$ cat config.mk
export PLATFORM = sky130hd
export DESIGN_NAME = time_counter_bcd
export DESIGN_NICKNAME = d
export VERILOG_FILES = /design/src/rtl/digiclock_pkg.sv /design/src/rtl/bcd2_counter.sv /design/src/rtl/time_counter_bcd.sv
export SDC_FILE = /design/constraint.sdc
export NUM_CORES = 1
export LEC_CHECK = 0
export ABC_AREA = 1
export CAP_MARGIN = 20
export CORE_UTILIZATION = 55
export DETAILED_ROUTE_END_ITERATION = 10
export PLACE_DENSITY = 0.84
export REMOVE_ABC_BUFFERS = 1
export SKIP_LAST_GASP = 1
export SYNTH_ARGS = -nofsm -noshare
export SYNTH_HDL_FRONTEND = slang
export SYNTH_SLANG_ARGS = --single-unit
$ cat constraint.sdc
create_clock -name clk_100M -period 3.2 [get_ports clk_100M]
set_input_delay 0.96 -clock clk_100M [delete_from_list [all_inputs] [get_ports clk_100M]]
set_output_delay 0.96 -clock clk_100M [all_outputs]
set_load 0.01 [all_outputs]
$ cat src/rtl/digiclock_pkg.sv
// Shared types and limits for the digital clock time-keeping slice.
// Limits are packed-BCD so they compare directly against counter values.
package digiclock_pkg;

    typedef enum logic [1:0] {
        MODE_RUN      = 2'b00,
        MODE_SET_HOUR = 2'b01,
        MODE_SET_MIN  = 2'b10
    } mode_t;

    localparam logic [7:0] SEC_MAX  = 8'h59;
    localparam logic [7:0] MIN_MAX  = 8'h59;
    localparam logic [7:0] HOUR_MAX = 8'h23;

    // Packed BCD orders the same way as binary, so a plain compare bounds the tens digit.
    function automatic logic bcd_legal(input logic [7:0] v, input logic [7:0] max_bcd);
        return (v[3:0] <= 4'd9) && (v[7:4] <= 4'd9) && (v <= max_bcd);
    endfunction

endpackage

$ cat src/rtl/bcd2_counter.sv
// Two-digit packed-BCD modulo counter (0 .. MAX_BCD).
// Priority: clear, then load, then increment. carry_o flags the wrap.
module bcd2_counter
    import digiclock_pkg::*;
#(
    parameter logic [7:0] MAX_BCD  = 8'h59,
    parameter logic [7:0] INIT_BCD = 8'h00
) (
    input  logic       clk_100M,
    input  logic       sys_rst_p,
    input  logic       inc,
    input  logic       clear,
    input  logic       load,
    input  logic [7:0] load_val,
    output logic [7:0] value,
    output logic       carry_o
);

    if (!bcd_legal(INIT_BCD, MAX_BCD)) begin : g_init_check
        $error("bcd2_counter: INIT_BCD %h is not legal BCD within 00..%h", INIT_BCD, MAX_BCD);
    end

    logic [7:0] value_reg;
    logic [7:0] value_next;
    logic       at_max;

    assign at_max  = (value_reg == MAX_BCD);
    assign carry_o = inc & at_max;
    assign value   = value_reg;

    always_comb begin
        value_next = value_reg;
        if (at_max) begin
            value_next = 8'h00;
        end else if (value_reg[3:0] == 4'd9) begin
            value_next = {value_reg[7:4] + 4'd1, 4'd0};
        end else begin
            value_next = {value_reg[7:4], value_reg[3:0] + 4'd1};
        end
    end

    always_ff @(posedge clk_100M or posedge sys_rst_p) begin
        if (sys_rst_p) begin
            value_reg <= INIT_BCD;
        end else if (clear) begin
            value_reg <= 8'h00;
        end else if (load) begin
            value_reg <= load_val;
        end else if (inc) begin
            value_reg <= value_next;
        end
    end

endmodule

$ cat src/rtl/time_counter_bcd.sv
// Time-of-day core: 24 h packed-BCD hh:mm:ss with run / set-hour / set-minute modes.
// clk_1Hz comes from a clk_100M flop and is edge-detected here as plain data.
module time_counter_bcd
    import digiclock_pkg::*;
#(
    parameter logic [7:0] INIT_HH = 8'h00,
    parameter logic [7:0] INIT_MM = 8'h00,
    parameter logic [7:0] INIT_SS = 8'h00
) (
    input  logic       clk_100M,
    input  logic       sys_rst_p,
    input  logic       clk_1Hz,
    input  logic       btn_mode,
    input  logic       btn_inc,
    output logic [7:0] hour_bcd,
    output logic [7:0] min_bcd,
    output logic [7:0] sec_bcd,
    output logic [1:0] mode,
    output logic       sec_tick,
    output logic       day_tick
);

    mode_t mode_reg;
    logic  hz_d_reg;
    logic  hz_seen_low_reg;
    logic  sec_tick_reg;
    logic  day_tick_reg;

    logic tick_c;
    logic run;
    logic sec_inc, min_inc, hour_inc;
    logic sec_clear;
    logic sec_carry, min_carry, hour_carry;

    // A rise only counts once clk_1Hz has been seen low since reset, so a level
    // held high through reset release does not fake a tick.
    assign tick_c = clk_1Hz & ~hz_d_reg & hz_seen_low_reg;
    assign run    = (mode_reg == MODE_RUN);

    always_ff @(posedge clk_100M or posedge sys_rst_p) begin
        if (sys_rst_p) begin
            hz_d_reg        <= 1'b0;
            hz_seen_low_reg <= 1'b0;
        end else begin
            hz_d_reg <= clk_1Hz;
            if (!clk_1Hz) begin
                hz_seen_low_reg <= 1'b1;
            end
        end
    end

    // Mode change beats a same-cycle increment; carries only ripple while running.
    assign sec_inc   = run & tick_c;
    assign min_inc   = run ? sec_carry
                           : ((mode_reg == MODE_SET_MIN) & btn_inc & ~btn_mode);
    assign hour_inc  = run ? min_carry
                           : ((mode_reg == MODE_SET_HOUR) & btn_inc & ~btn_mode);
    assign sec_clear = (mode_reg == MODE_SET_MIN) & btn_mode;

    bcd2_counter #(.MAX_BCD(SEC_MAX), .INIT_BCD(INIT_SS)) u_sec (
        .clk_100M (clk_100M),
        .sys_rst_p(sys_rst_p),
        .inc      (sec_inc),
        .clear    (sec_clear),
        .load     (1'b0),
        .load_val (8'h00),
        .value    (sec_bcd),
        .carry_o  (sec_carry)
    );

    bcd2_counter #(.MAX_BCD(MIN_MAX), .INIT_BCD(INIT_MM)) u_min (
        .clk_100M (clk_100M),
        .sys_rst_p(sys_rst_p),
        .inc      (min_inc),
        .clear    (1'b0),
        .load     (1'b0),
        .load_val (8'h00),
        .value    (min_bcd),
        .carry_o  (min_carry)
    );

    bcd2_counter #(.MAX_BCD(HOUR_MAX), .INIT_BCD(INIT_HH)) u_hour (
        .clk_100M (clk_100M),
        .sys_rst_p(sys_rst_p),
        .inc      (hour_inc),
        .clear    (1'b0),
        .load     (1'b0),
        .load_val (8'h00),
        .value    (hour_bcd),
        .carry_o  (hour_carry)
    );

    always_ff @(posedge clk_100M or posedge sys_rst_p) begin
        if (sys_rst_p) begin
            mode_reg     <= MODE_RUN;
            sec_tick_reg <= 1'b0;
            day_tick_reg <= 1'b0;
        end else begin
            sec_tick_reg <= tick_c;
            day_tick_reg <= hour_carry & run;
            if (btn_mode) begin
                case (mode_reg)
                    MODE_RUN:      mode_reg <= MODE_SET_HOUR;
                    MODE_SET_HOUR: mode_reg <= MODE_SET_MIN;
                    MODE_SET_MIN:  mode_reg <= MODE_RUN;
                    default:       mode_reg <= MODE_RUN;
                endcase
            end
        end
    end

    assign mode     = mode_reg;
    assign sec_tick = sec_tick_reg;
    assign day_tick = day_tick_reg;

endmodule

==> results.cfg <==
[worst_setup_path]
crit_buf_inv = 1
crit_path_max_fanout = 6
critPathLaunchType = flop
r2r_slack_ns = 1.55
crit_type = reg -> out
arrival_ns = 1.39
slowest_stage = clkdlybuf4s50_1
critPathRequiredTime_ns = 2.24
cp-end-kind = primary output
cp_top_family = buffers and inverters
worstPathCellList = clkdlybuf4s50_1
cpPeakStageDelay_ns = 0.59

[pwr]
vdd_drop_max_uv = 465
power.density_mw_per_mm2 = 665
p_leak_nw = 1.06
finalPower_w = 0.00139

[placement]
portBuffers = 32
hpwl_mm = 2.47
place_congestion = 0.894
pre_cts_slack_ns = 0.733
postPlaceCellArea_sq_mm = 0.00204

[finish]
final_common_cell = nand2_1
fin_nets = 247
drive_gt1_share_pct = 7.79
n_antenna_cell = 0
syn2layout_area_growth_pct = 25.6
layout_common_cells = nand2_1 (37), clkdlybuf4s50_1 (32), dfrtp_1 (30), nand3_1 (28), inv_1 (27)
post-route-cell-area_sq_mm = 0.00210

[floorplan]
start_util_pct = 59.5
num_rows = 19
die_h_um = 57.1
die_area_sq_mm = 0.00326
core_sq_mm = 0.00281
ios = 33
die_w_um = 57.1

[logic_synthesis]
async_flop_share_pct = 100
synth.area.mux_share_pct = 0.600
ys.warnings.count = 0
synth_top_area_share_pct = 45.0
synth_xor_area_share_pct = 3.15
seq_area_frac_synth_pct = 45.0
synthSimpleGateAreaFrac_pct = 30.1
synth_edf_count = 0
synth_compound_area_share_pct = 5.85
syn_area_per_cell_sq_um = 8.78
yosys_most_used_dff = dfrtp_1
syn_area_sq_mm = 0.00167
synth_seq_cells = 30
synth_adder_area_share_pct = 9.00
yosysUniqueCellTypes = 24
synth_top_area_cell = dfrtp_1
synthCells = 190
netlist_top_cells_area = dfrtp_1 (45%), ha_1 (9.0%), nand3_1 (8.4%)
synth_top_family_by_area = simple AND/OR/NAND/NOR gates

[detailed_routing]
wl_per_cell_um = 12.9
dr_total_vias = 1424
drt.antenna.violating_nets = 0
route.met2.wl_mm = 1.67
route.detailed.drc = 4
highest_layer = met4
drtPass1Iterations = 7
drt-total-wl_mm = 3.37
drtIter0Drc = 65
wl_met1_mm = 1.45
dr_wl_met3_um = 196
via_per_inst = 5.44

[sta]
rsz0062_at_grt = false
finalHoldViolations = 0
finalSetupViolations = 0
worstMarginPinSlew_ns = 0.383
max_freq_mhz = 425
slew_headroom_pct = 74.5
finalCritPeriodShare_pct = 73.5
min_period_ns = 2.35
fin_ws_ns = 0.847
finClkSkew_ns = 0.00997
finalMaxSlewViolations = 0
fin_setup_tns_ns = 0

[clocking]
cts_resized = 0
clockBufferDepth = 2
cts.sinks = 30
postCtsSetupBuffers = 0
clkLatencyLatePin_ns = 0.33
cts_root_buffer = clkbuf_4
clk_pin_slew_ns = 0.10
tritoncts = built
holdBufCountCts = 0
cts_buffers = 5
cts_max_level = 2

[run]
maxCapViolCount = 0

[run_status]
status = finished, violations left
violations = DRC

[global_routing]
grt_pass1_wl_mm = 5.64
grt_antenna_before_repair = 0
grt_max_degree = 31
grt_use_total_pct = 23.0
grt_pass1_vias = 1300
gr-total-overflow = 0

[worst_hold_path]
hp-class = reg -> reg
-- through the flow --
step / std cells / hold WS (ns) / utilization [%]
floorplan: 190 / 0.427 / -
global placement: 254 / 0.444 / 72.6
detailed placement: 254 / 0.479 / 72.6
CTS: 262 / 0.500 / 74.7
global route: 262 / 0.519 / 74.7
finish: 262 / 0.495 / 74.7
-- synth_stat cells (2+ instances only) --
cell       n
ha_1      12
o21ai_1    4
o22ai_1    2
o21ai_0    7
nor2_1    11
a21oi_1    6
nor3_1     2
dfrtp_1   30
xor2_1     3
nand2_1   37
inv_1     27
nand3b_1   5
xnor2_1    3
nand2_8    3
nand3_1   28
nand2_4    2
-- final cells by class --
| cell class | instances | area (sq um) |
|---|---|---|
| clock buffers | 7 | 55.1 |
| fillers | 199 | 709 |
| well taps | 31 | 38.8 |
| flip-flops and latches | 30 | 751 |
| clock inverters | 1 | 5.00 |
| multi-input cells | 132 | 813 |
| inverters | 28 | 105 |
| repair buffers | 33 | 328 |
-- worst paths after layout --
| kind | startpoint | to | cells after the start |
|---|---|---|---|
| max | u_hour.value[2] | hour_bcd[2] | 1 |
| min | hz_seen_low_reg | hz_seen_low_reg | 2 |
| max reg2reg | u_sec.value[1] | u_hour.value[6] | 11 |
| min reg2reg | hz_seen_low_reg | hz_seen_low_reg | 2 |
| max in group asynchronous | sys_rst_p | u_sec.value[6] | 3 |
| min in group asynchronous | sys_rst_p | u_min.value[6] | 3 |
-- cell families after synthesis --
kind of cell    after synthesis
simple gates                 94
flops                        30
xor+xnor                      6
buf+inv                      28
mux                           1
compound gates               19
fa+ha+maj                    12
-- where the power goes --
group / internal (W) / switching, W / leakage [nW]
sequential: 0.000473 / 0.000119 / 0.393
clock: 0.000106 / 0.000132 / 0.0353
combinational: 0.000281 / 0.000281 / 0.636
-- metal layers --
metal | global-route usage (%) | up-vias
met5 | 0 | -
met4 | 11.8 | 0
met3 | 6.80 | 7
met2 | 37.8 | 47
met1 | 27.5 | 671
li1 | - | 699
Note: power is estimated with default switching activity, not from simulation.
